===== src/rtl/uart_pkg.sv =====
// uart_pkg: shared UART constants, RX capture FSM encoding and default RX FIFO depth
package uart_pkg;
    localparam int DATA_BITS     = 8;
    localparam int STOP_BITS     = 1;
    localparam int OVERSAMPLE    = 16;
    localparam int RX_FIFO_DEPTH = 16;
    typedef enum logic [1:0] {
        IDLE  = 2'd0,
        ACK   = 2'd1,
        GUARD = 2'd2
    } rx_cap_state_t;
endpackage


===== src/rtl/rx_byte_fifo_sync_fifo.sv =====
// sync_fifo: first-word-fall-through byte FIFO
//   clk, rst      : clock, async active-high reset (pointers and count only)
//   push, wdata   : write request and byte; ignored when full
//   pop           : read request; ignored when empty
//   rdata         : head entry, read combinationally from storage
//   count         : stored entries 0..DEPTH
//   full, empty   : derived from count
module sync_fifo #(
    parameter int DEPTH = 16,
    parameter int CW    = $clog2(DEPTH) + 1
) (
    input  logic          clk,
    input  logic          rst,
    input  logic          push,
    input  logic          pop,
    input  logic [7:0]    wdata,
    output logic [7:0]    rdata,
    output logic [CW-1:0] count,
    output logic          full,
    output logic          empty
);
    localparam int AW = $clog2(DEPTH);
    logic [7:0]    mem [DEPTH];
    logic [AW-1:0] wptr, rptr;
    logic          do_push, do_pop;
    assign full    = count == CW'(DEPTH);
    assign empty   = count == '0;
    assign do_push = push && !full;
    assign do_pop  = pop && !empty;
    assign rdata   = mem[rptr];
    // storage has no reset so it can map onto distributed RAM
    always_ff @(posedge clk) begin
        if (do_push) mem[wptr] <= wdata;
    end
    always_ff @(posedge clk or posedge rst) begin
        if (rst) begin
            wptr  <= '0;
            rptr  <= '0;
            count <= '0;
        end else begin
            if (do_push) wptr <= wptr + AW'(1);
            if (do_pop) rptr <= rptr + AW'(1);
            count <= count + CW'(do_push) - CW'(do_pop);
        end
    end
endmodule


===== src/rtl/rx_byte_fifo.sv =====
// rx_byte_fifo: captures bytes from an 8N1 receiver handshake into a FWFT FIFO
//   clk, rst             : clock, async active-high reset
//   rx_done, rx_byte     : level byte-ready flag and byte from the receiver
//   rx_read              : one-cycle registered acknowledge back to the receiver
//   out_data, out_valid  : FIFO head and non-empty flag
//   out_ready            : consumer accept
//   count                : stored bytes
//   overflow, ovf_clear  : sticky drop flag and its synchronous clear
module rx_byte_fifo
    import uart_pkg::*;
#(
    parameter int DEPTH = RX_FIFO_DEPTH,
    parameter int CW    = $clog2(DEPTH) + 1
) (
    input  logic          clk,
    input  logic          rst,
    input  logic          rx_done,
    input  logic [7:0]    rx_byte,
    output logic          rx_read,
    output logic [7:0]    out_data,
    output logic          out_valid,
    input  logic          out_ready,
    output logic [CW-1:0] count,
    output logic          overflow,
    input  logic          ovf_clear
);
    rx_cap_state_t state, state_n;
    logic capture, full, empty;
    // GUARD holds until rx_done drops so a held flag is never captured twice
    always_comb begin
        state_n = state;
        state_n = (state == IDLE) ? (rx_done ? ACK : IDLE) :
                  (state == ACK)  ? GUARD :
                  (rx_done ? GUARD : IDLE);
    end
    assign capture   = (state == IDLE) && rx_done;
    assign out_valid = !empty;
    always_ff @(posedge clk or posedge rst) begin
        if (rst) begin
            state    <= IDLE;
            rx_read  <= 1'b0;
            overflow <= 1'b0;
        end else begin
            state    <= state_n;
            rx_read  <= state_n == ACK;
            // a drop in the same cycle as a clear keeps the flag set
            overflow <= (capture && full) ? 1'b1 : ovf_clear ? 1'b0 : overflow;
        end
    end
    sync_fifo #(.DEPTH(DEPTH), .CW(CW)) u_fifo (
        .clk   (clk),
        .rst   (rst),
        .push  (capture),
        .pop   (out_ready),
        .wdata (rx_byte),
        .rdata (out_data),
        .count (count),
        .full  (full),
        .empty (empty)
    );
endmodule


===== config.mk =====
export PLATFORM = sky130hd
export DESIGN_NAME = rx_byte_fifo
export DESIGN_NICKNAME = d
export VERILOG_FILES = /design/src/rtl/uart_pkg.sv /design/src/rtl/rx_byte_fifo_sync_fifo.sv /design/src/rtl/rx_byte_fifo.sv
export SDC_FILE = /design/constraint.sdc
export NUM_CORES = 1
export LEC_CHECK = 0
export CORE_ASPECT_RATIO = 0.75
export CORE_MARGIN = 1.5
export CORE_UTILIZATION = 50
export CTS_BUF_LIST = sky130_fd_sc_hd__clkbuf_2
export DETAILED_ROUTE_END_ITERATION = 10
export PLACE_DENSITY = 0.73
export SETUP_SLACK_MARGIN = 0.1
export SYNTH_ARGS = -nofsm -noshare
export SYNTH_HDL_FRONTEND = slang
export SYNTH_SLANG_ARGS = --single-unit

===== constraint.sdc =====
create_clock -name clk -period 7.27 [get_ports clk]
set_clock_uncertainty 0.05 [all_clocks]
set_input_delay 1.454 -clock clk [delete_from_list [all_inputs] [get_ports clk]]
set_output_delay 1.454 -clock clk [all_outputs]
set_load 0.005 [all_outputs]

==> results summary, run 1 <==
The final weighted congestion in routability-driven placement came out at 0.795. The power density of the placed cells is 372 nW/um^2. The post-synth design cell area came out at 5850 sq um. The worst setup path is launched from a flop. The reported net switching power is 806 uW.

The post-detailed-route DRC marker count came out at 0. The run finished with clean final reports. The actual slew at the worst max-slew pin came out at 1.24 ns. The number of top-level pins is 29. The count of endpoints failing setup in the final report is 0. The overall global routing resource usage is 0.202. The internal power of the cells came out at 1610 uW. The final net count came out at 383.

The detailed-placement wirelength estimate is 7.42 mm. The hold violation total from the final report is 0. The minimum clock period came out at approximately 5.4 ns. The first-pass iteration count of the detailed router came out at 4. The filler cells instantiated in the layout total 855. Hold is met by 0.445 ns. The switching power as a share of total power is 0.333. The maximum number of pins on one net before global-route repair is 31.

The internal reg-to-reg setup slack is 4.33 ns. The via count of the first global-routing pass came out at 3066. Summed over all cells, the static leakage comes to 0.00227 uW. The largest driver fanout on the critical path came out at 30.

The number of nets handed over by synthesis was between 300 and 400. The type of the worst min-delay path is flop to flop. Data arrives at the worst endpoint at 3.90 ns.

The number of standard-cell rows in the floorplan came out at 33. The detailed router finished its first iteration with 350 violations. The gate count after technology mapping is between 300 and 400. The worst setup path is of the flop to output port kind. The post-route antenna net violation count came out at 0.

In the layout the commonest cells are 128 x edfxtp_1, 32 x mux2i_1, 28 x clkdlybuf4s50_1, 17 x clkbuf_2. The most common library cell in the layout ignoring fill and taps is edfxtp_1. The total grt overflow came out at 0. CTS placed an instance of clkbuf_2 at the clock tree root. Setup repair after global routing left no endpoint under its margin. The core area came out at around 11000 sq um. The signed area change from the synthesized netlist to the final layout is 11.2%. In this run the most critical hold path is launched from state[0]. The destination of the worst register-to-register timing path is u_fifo.mem[3][2]. The clock buffer count from CTS came out at 17. The number of max-cap violations came out at 0. The hold buffer count at CTS came out at 0.

After routing the design area is about 6500 sq um. The worst hold path endpoint is rx_read. The register area share after synthesis is 0.730. The H-tree generated during clock tree synthesis spans 4 levels.

The share of total power dissipated in the clock network is 0.213. The clock sink count came out at ~150. The top achievable clock speed came out at 185 MHz.

The via density per instance came out at 5.74. The total inserted antenna cells is 0. The total of warnings raised by yosys is 0. The starting density of the core came out at 0.525. The worst reg-to-reg path cell count is 6. In this run the mean area of a mapped cell was 17.9 sq um.

The total setup buffers inserted after CTS came out at 0. The die is 128 um wide. Of the total power, registers draw 0.468.

The post-place instance area came out at 6230 sq um. Dividing the final minimum period by the clock period gives 0.743. The source-to-sink clock delay at the later pin of the worst-skew pair came out at 0.67 ns. The die outline area came out at 12400 sq um. The reg-to-reg critical path startpoint is u_fifo.count[2]. The setup total negative slack is 0 ns. The final wirelength came out at 11.4 mm. TritonCTS built the clock tree. The data required time at the worst endpoint is 5.77 ns. The number of distinct standard cells referenced by the synthesized netlist is 35. The share of total power dissipated in combinational logic is 0.319. In this run, post-CTS repair resized a total of 0 instances. The number of synthesized register bits came out at 145. The largest voltage drop on the vdd net came out at 0.000196 V.

Counting along the longest clock path gives a buffer depth of 2. The total count of max-transition violations in the final report came out at 0. The number of port buffers came out at 28.

STA classifies the critical path endpoint as an output port. The share of cells above drive strength 1 came out at 0.151. The total via count in the routed design is 2934.

The number of antenna violations at the first check in global routing is 0. The depth of the worst hold-timing path came out at 1. The clock edge transition at the registers on the reported setup and hold paths came out at roughly 0.20 ns.

The tightest slew margin relative to the limit is 0.165. The first-pass GRT wire length is 17.9 mm. The chip height is 96.7 um. The routed length per instance is 22.4 um.
cell families after synthesis:
group                      count (synthesis)  share of synthesized area
DFF                                      145                      0.730
muxes                                     50                      0.121
and+or+nand+nor                           44                     0.0368
AOI/OAI and AO/OA                         38                     0.0486
buffers and inverters                     28                     0.0220
adders and majority gates                 12                     0.0270
xor gates and xnor gates                  10                     0.0150
final cells by class:
cell class / count / area (sq um) / area share
flip-flops and latches: 145 / 4270 / 0.656
multi-input cells: 154 / 1460 / 0.224
clock inverters: 15 / 190 / 0.0292
clock buffers: 17 / 85.1 / 0.0131
inverters: 11 / 41.3 / 0.00635
well taps: 140 / 175 / 0.0269
repair buffers: 29 / 288 / 0.0442
power groups by stage:
stage	Sequential [uW]	Clock (uW)	Combinational, uW
finish	1130	515	772
global route	1150	555	851
CTS	1130	521	776
detailed placement	1150	0	772
global placement	1150	0	758
floorplan	1040	0	579
cells in the mapped netlist, drive strengths merged:
cell | count | area, sq um
ha | 11 | 138
xnor2 | 7 | 61.3
a32o | 1 | 10.0
nand4 | 1 | 6.26
dfrtp | 17 | 425
mux4 | 16 | 360
a21oi | 2 | 10.0
edfxtp | 128 | 3840
nand2 | 15 | 56.3
a221oi | 16 | 140
xor2 | 3 | 26.3
nor2b | 1 | 6.26
nor3b | 3 | 27.5
nor3 | 4 | 20.0
inv | 11 | 41.3
a21boi | 1 | 11.3
a21o | 1 | 7.51
a22oi | 8 | 60.1
nor2 | 14 | 52.6
fa | 1 | 20.0
and2 | 2 | 15.0
mux2i | 32 | 320
mux2 | 2 | 26.3
clkbuf | 3 | 11.3
nand3 | 1 | 5.00
or4b | 1 | 13.8
buf | 14 | 76.3
o21ai | 9 | 45.0
nand2b | 2 | 12.5
routing by layer:
metal	global-route usage	routed length (um)	vias to the layer above
met5	0	0	-
met2	0.294	5190	109
met1	0.298	5010	1460
met3	0.0636	1080	11
met4	0.0570	154	0
li1	-	-	1354
registers in the layout, indices dropped and copies added (netlist names):
register      flops
u_fifo.rptr       4
overflow          1
state             2
u_fifo.wptr       4
u_fifo.count      5
u_fifo.mem      128
rx_read           1
worst max path at each step:
stage | startpoint | to | slack (ns) | cells after the start
5_1_grt | u_fifo.rptr[0] | out_data[4] | 1.61 | 6
3_5_place_dp | u_fifo.rptr[0] | out_data[4] | 2.70 | 6
3_3_place_gp | u_fifo.rptr[0] | out_data[4] | 2.73 | 6
4_1_cts | u_fifo.rptr[0] | out_data[4] | 1.90 | 6
2_1_floorplan | rx_done | u_fifo.mem[3][0] | 4.07 | 4
6_report | u_fifo.rptr[0] | out_data[4] | 1.87 | 6
critical path: stages, from the launching register on:
cell             delay, ns
dfrtp_2               1.05
buf_4                 0.48
mux2i_1               0.17
a221oi_1              0.64
o21ai_0               0.20
nand2_1               0.12
clkdlybuf4s50_1       0.51
per-stage QoR:
stage,worst slack (ns),cells,total power (uW),utilization
floorplan,4.07,327,1620,-
global placement,2.73,479,1900,0.558
finish,1.87,511,2420,0.584
detailed placement,2.70,479,1920,0.558
global route,1.61,511,2560,0.584
CTS,1.90,511,2430,0.583
(Power assumes the default switching activity.)
==> run 2: changes to the inputs <==
clock period = 5.33 ns   (was 7.27 ns; I/O delays follow)
==> run 2 against run 1 <==
Effect of this change: worst hold slack got worse by 0.0056 ns; largest power group unchanged; die area unchanged; cell count up 0.20%; clock power is 22% higher.
==> results summary, run 2 (synthesis gave the netlist of run 1 again) <==
The run finished with clean final reports. The clock edge transition at the registers on the reported setup and hold paths is 0.18 ns. The largest registers in the layout are u_fifo.mem: 128 flops, u_fifo.count: 5 flops. The signed area change from the synthesized netlist to the final layout came out at 11.1%.

The met1 track demand over resource came out at 0.298. For the pin with the worst max-slew slack, the measured transition is between 1 and 1.5 ns. The arrival time of the worst setup path is 3.47 ns. At the end of routability-driven placement, the weighted congestion stood at 0.830. Walking the worst path, the cells encountered are nor2b_1 -> buf_4 -> a221oi_1 -> o21ai_0 -> nand2_1 -> clkdlybuf4s50_1. The internal power of the cells came out at between 2000 and 2500 uW. Summing over every cut layer, the via total after detailed routing is 2986. The clock sink count is 145. Of the total power, the clock network draws 0.194. The tightest slew margin relative to the limit is 0.163. The routed length per instance is 21.9 um. Setup repair after global routing left no endpoint under its margin. The path type of the worst setup path is flop to output port.

The clock period could shrink to between 4 and 5 ns. The number of filler cells placed in the layout is 843. The kind of cell with the highest combined delay along the critical path is flip-flops. The total setup buffers inserted after CTS is 0.

The final wirelength came out at about 11 mm. The core area came out at 11100 sq um. The post-route cell area came out at 6500 sq um. STA classifies the critical path endpoint as an output port. Timing would allow up to 218 MHz. The largest incremental delay on the critical path is 0.91 ns.

The detailed-placement wirelength estimate is 7.23 mm. The setup check on the worst reg-to-reg path leaves a slack of 2.44 ns. TritonCTS built the clock tree.

The share of cells above drive strength 1 is 0.153. After detailed placement, the total cell area comes to 6250 sq um. Summed over all failing endpoints, the final setup total negative slack is 0 ns. The portion of total power attributed to combinational logic came out at 0.334. The reported net switching power is approximately 1100 uW. In this run the critical register-to-register path is captured at u_fifo.count[4]. 29 I/O pins were placed. The number of max-cap violations came out at 0.

The clock buffer count from CTS is 17. The repair_antennas step left the layout with diodes totalling 0. STA classifies the critical path startpoint as a flop. Measured in cells, the most critical reg-to-reg path has a length of 12. The power density of the placed cells is approximately 500 nW/um^2. The first detailed-routing pass ran for 5 iterations. The global-route track usage on met3 came out at 0.0564. The top cell types in the final layout, fill and taps aside, are 128 x edfxtp_1, 32 x mux2i_1, 28 x clkdlybuf4s50_1, 21 x clkbuf_2. The net count of the finished layout is 385. The library cell used most frequently in the layout, excluding fill and tap cells, is edfxtp_1. Power comes to 3230 uW.

The highest-utilization routing layer at the global route stage is met1. The number of flip-flops in the largest register is between 100 and 150. The die outline area came out at 12400 sq um. The first-pass GRT wire length is 17.4 mm.

In this run the worst hold path is classified as flop to flop. STA puts the critical path data required time at about 4.2 ns. Once the clock tree was built, the resizer swapped 0 gates to a different size. Of all nets on the critical path, the largest fanout is 20. The total number of cells along the worst setup path is 6.

The total grt overflow came out at 0. The overall global routing resource usage is 0.197. The share of total power dissipated in sequential elements is 0.473. Clock latency on the worst-skew pair, taken at its later pin, is 0.67 ns. The number of port buffers is 28. Counting flops per register, the top entry is u_fifo.mem. The met2 demand-to-capacity share in global routing came out at 0.273. The via density per instance is 5.83. The number of antenna violations at the first check in global routing came to 0. The count of nets left with antenna violations once routing finished came out at 0. The number of DRC markers after the initial detailed-route iteration came out at 260.

The leakage component of the power came out at 0.00227 uW. Counting instances, the worst hold path has a depth of 1. The largest voltage drop on the vdd net is 0.000279 V. The reg-to-reg critical path startpoint is u_fifo.count[3]. The chip height is 96.7 um. The starting density of the core came out at 0.525. The CTS H-tree depth came out at 4. The post-detailed-route DRC marker count came out at 0.

The slowest stage of the critical path belongs to the cell dfrtp_1. The hold violation total from the final report came to 0. The total count of max-transition violations in the final report came out at 0.

The count of endpoints failing setup in the final report is 0. The worst hold path endpoint is rx_read. The hold buffer count at CTS came out at 0. Entering global routing, the biggest net connects 28 pins. The via count of the first global-routing pass was 3039.

The deepest clock path buffer count came out at 2. In this run the horizontal extent of the chip is approximately 130 um. The number of standard-cell rows in the floorplan came out at 33. The switching power as a share of total power is 0.328. The number of buffer and inverter instances along the worst setup path is 2. The worst hold path begins at state[0]. The final clock period utilization by the worst path is 0.861. Clock tree synthesis selected as its root buffer the cell clkbuf_2.
run 2: worst max-delay path by stage:
stage	start	to	slack [ns]
after global placement	rx_done	u_fifo.mem[1][2]	1.49
after CTS	u_fifo.rptr[1]	out_data[7]	0.73
after detailed placement	rx_done	u_fifo.mem[1][2]	1.40
after floorplan	rx_done	u_fifo.mem[3][0]	2.52
after global routing	u_fifo.rptr[0]	out_data[4]	0.49
final	u_fifo.rptr[1]	out_data[7]	0.74
run 2: layer usage:
metal	wire length, um	part of all wire
met1	5050	0.45
met2	5000	0.45
met3	1010	0.090
met4	125	0.011
met5	0	0
run 2: power by group through the flow:
stage	Combinational (uW)	Sequential (uW)	Clock, uW
CTS	1080	1530	637
floorplan	789	1420	0
global placement	1040	1550	0
detailed placement	1070	1560	0
finish	1080	1530	626
global route	1180	1560	673
run 2: final cells by class:
type                    instances  area (sq um)  share of cell area
inverters                      11          41.3             0.00636
flip-flops and latches        145          4270               0.657
repair buffers                 31           315              0.0485
clock buffers                  21           105              0.0162
multi-input cells             154          1450               0.223
clock inverters                10           138              0.0212
well taps                     140           175              0.0270
run 2: metrics by stage:
step	setup WS (ns)	util	cells	hold slack [ns]
finish	0.743	0.583	512	0.440
global route	0.489	0.583	512	0.475
CTS	0.731	0.583	512	0.442
detailed placement	1.40	0.561	481	0.418
global placement	1.49	0.561	481	0.409
floorplan	2.52	-	327	0.398
==> run 3: changes to the inputs <==
--- a/config.mk
+++ b/config.mk
@@ -7,2 +7,3 @@
 export LEC_CHECK = 0
+export CAP_MARGIN = 20
 export CORE_ASPECT_RATIO = 0.75
==> constraint.sdc (replaced) <==
create_clock -name clk -period 5.33 [get_ports clk]
set_clock_uncertainty 0.05 [all_clocks]
set_input_delay 0.7995 -clock clk [delete_from_list [all_inputs] [get_ports clk]]
set_output_delay 0.7995 -clock clk [all_outputs]
set_load 0.005 [all_outputs]
==> run 3 against run 2 <==
Effect of this change: total power shrank 2.8%; global-route usage decreased by 0.095 points; highest routed layer unchanged; critical endpoint is now out_data[6]; critical path type unchanged; clock power fell by 11%; routed wire length grew 0.94%.
==> results summary, run 3 (synthesis gave the netlist of run 1 again) <==
The overall global routing resource usage is 0.196. The final clock period utilization by the worst path is 0.843. In the routed layout, each cell is associated on average with a via count of 5.87. The via count of the first global-routing pass is between 2000 and 3000. The data required time at the worst endpoint came out at 4.48 ns. The signed area change from the synthesized netlist to the final layout came out at 10.5%. At the pin with the least slew margin, the transition time is approximately 1 ns. The setup total negative slack came out at 0 ns. The first-pass GRT wire length is 17.3 mm. The arrival time of the worst setup path is 3.64 ns. The clock sink count is 145. The chip width is between 100 and 150 um. The least setup slack across all paths after layout came out at 0.837 ns. Counting along the longest clock path gives a buffer depth of 2. STA classifies the critical path startpoint as a flop. The final wirelength came out at 11.3 mm. The starting density of the core is 0.525. The first-pass iteration count of the detailed router came out at 5. u_fifo.mem holds more flip-flops than any other register. The flow ran to the end, and the final reports show no timing, DRC or antenna violations. For the worst-skew pair, the clock arrives at the later sink with an insertion delay of 0.68 ns. The core region is about 11000 sq um. The number of antenna violations at the first check in global routing is 0. The final weighted congestion in routability-driven placement came out at 0.833. The number of port buffers came out at 28. Headroom to the max-slew limit came out at 0.330. The power density of the placed cells came out at 486 nW/um^2. The number of standard-cell rows in the floorplan came out at 33.

The type of the worst min-delay path is input pin to asynchronous set/reset pin. The endpoint kind of the worst setup timing path is an output port. The largest driver fanout on the critical path came out at 34. The clock edge transition at the registers on the reported setup and hold paths came out at 0.21 ns. The count of endpoints failing setup in the final report came out at 0.

The library cells used most frequently in the layout, excluding fill and tap cells, are 128 x edfxtp_1, 32 x mux2i_1, 28 x clkdlybuf4s50_1, 17 x clkbuf_2. The routed length per instance is 21.9 um. The top achievable clock speed came out at 223 MHz. The maximum number of pins on one net before global-route repair is 35.

The worst setup slack before clock tree synthesis came out at 1.61 ns. The post-cts repair resize count came out at 0. The setup path with the least slack is of type flop to output port.

The detailed-placement wirelength estimate came out at 7.45 mm. The CTS H-tree depth came out at 4. After clock tree synthesis, the setup repair step added 0 buffers. The number of hold buffers added after CTS was 0. The share of cells above drive strength 1 is 0.160. After the last flow step, the layout net total stands at just under 400. VDD sags by at most 0.000305 V. The number of flip-flops in the largest register is 128. Max-cap violations in this run came to 0. The analysis attributes to cell leakage a power of 0.00224 uW.

The number of top-level pins is 29. Leaving out fill and tap cells, the most frequent cell in the layout is edfxtp_1. The total inserted antenna cells came out at 0. TritonCTS built the clock tree. In this run, CTS created clock tree buffers numbering 17. The hold violation total from the final report came out at 0.

The total grt overflow is 0. The die outline area came out at 12400 sq um. After detailed routing, the number of remaining DRC violations is 0. The tree is rooted in a clkbuf_2. Setup repair after global routing left no endpoint under its margin. The number of DRC markers after the initial detailed-route iteration is 254. The total count of max-transition violations in the final report came to 0. Detailed routing inserted a total of 3031 vias. The floorplan step set the die height to 96.7 um. In the final layout, the registers with the most flip-flops are u_fifo.mem: 128 flops, u_fifo.count: 5 flops.

The post-route antenna net violation count came out at 0. The minimum clock period is 4.49 ns.
[run 3: worst max-delay path: stages, from the launching register on]
cell and delay, ns:
dfrtp_2 1.02, buf_4 0.48, mux2i_1 0.16, a221oi_1 0.51
o21ai_0 0.15, nand2_1 0.11, clkdlybuf4s50_1 0.52
[run 3: cell type report]
type / count / area [sq um]
Sequential cell: 145 / 4270
Tap cell: 140 / 175
Inverter: 11 / 41.3
Multi-Input combinational cell: 154 / 1450
Clock buffer: 17 / 85.1
Clock inverter: 15 / 121
Timing Repair Buffer: 34 / 320
Fill cell: 844 / 4680
[run 3: layer usage]
layer | share of wire | up-vias | global-route usage
li1 | - | 1353 | -
met1 | 0.48 | 1541 | 0.306
met2 | 0.42 | 122 | 0.256
met3 | 0.087 | 15 | 0.0713
met4 | 0.014 | 0 | 0.0562
met5 | 0 | - | 0
[run 3: final timing paths]
check                                 from              end  slack, ns  depth (start not counted)
hold reg to reg                   state[0]          rx_read       0.44                          1
hold / removal                         rst   u_fifo.rptr[2]       0.40                          2
setup / recovery            u_fifo.rptr[0]      out_data[6]       0.84                          6
min in group clk                  state[0]          rx_read       0.44                          1
max in group asynchronous              rst   u_fifo.rptr[0]       4.36                          2
setup reg to reg           u_fifo.count[2]  u_fifo.count[4]       2.41                         12
[run 3: report_power, final]
| group | total, uW | leakage, uW | internal (uW) | switching [uW] |
|---|---|---|---|---|
| combinational | 1050 | 0.000774 | 555 | 500 |
| sequential | 1530 | 0.00136 | 1350 | 184 |
| clock | 556 | 0.000103 | 159 | 397 |
[run 3: stage by stage]
| stage | cell area (sq um) | total power (uW) | hold WS [ns] | std cells | utilization |
|---|---|---|---|---|---|
| 2_1_floorplan | 5850 | 2210 | 0.398 | 327 | - |
| 3_3_place_gp | 6230 | 2580 | 0.407 | 480 | 0.559 |
| 3_5_place_dp | 6250 | 2610 | 0.417 | 483 | 0.561 |
| 4_1_cts | 6460 | 3150 | 0.406 | 515 | 0.579 |
| 5_1_grt | 6460 | 3320 | 0.419 | 516 | 0.580 |
| 6_report | 6460 | 3140 | 0.400 | 516 | 0.580 |
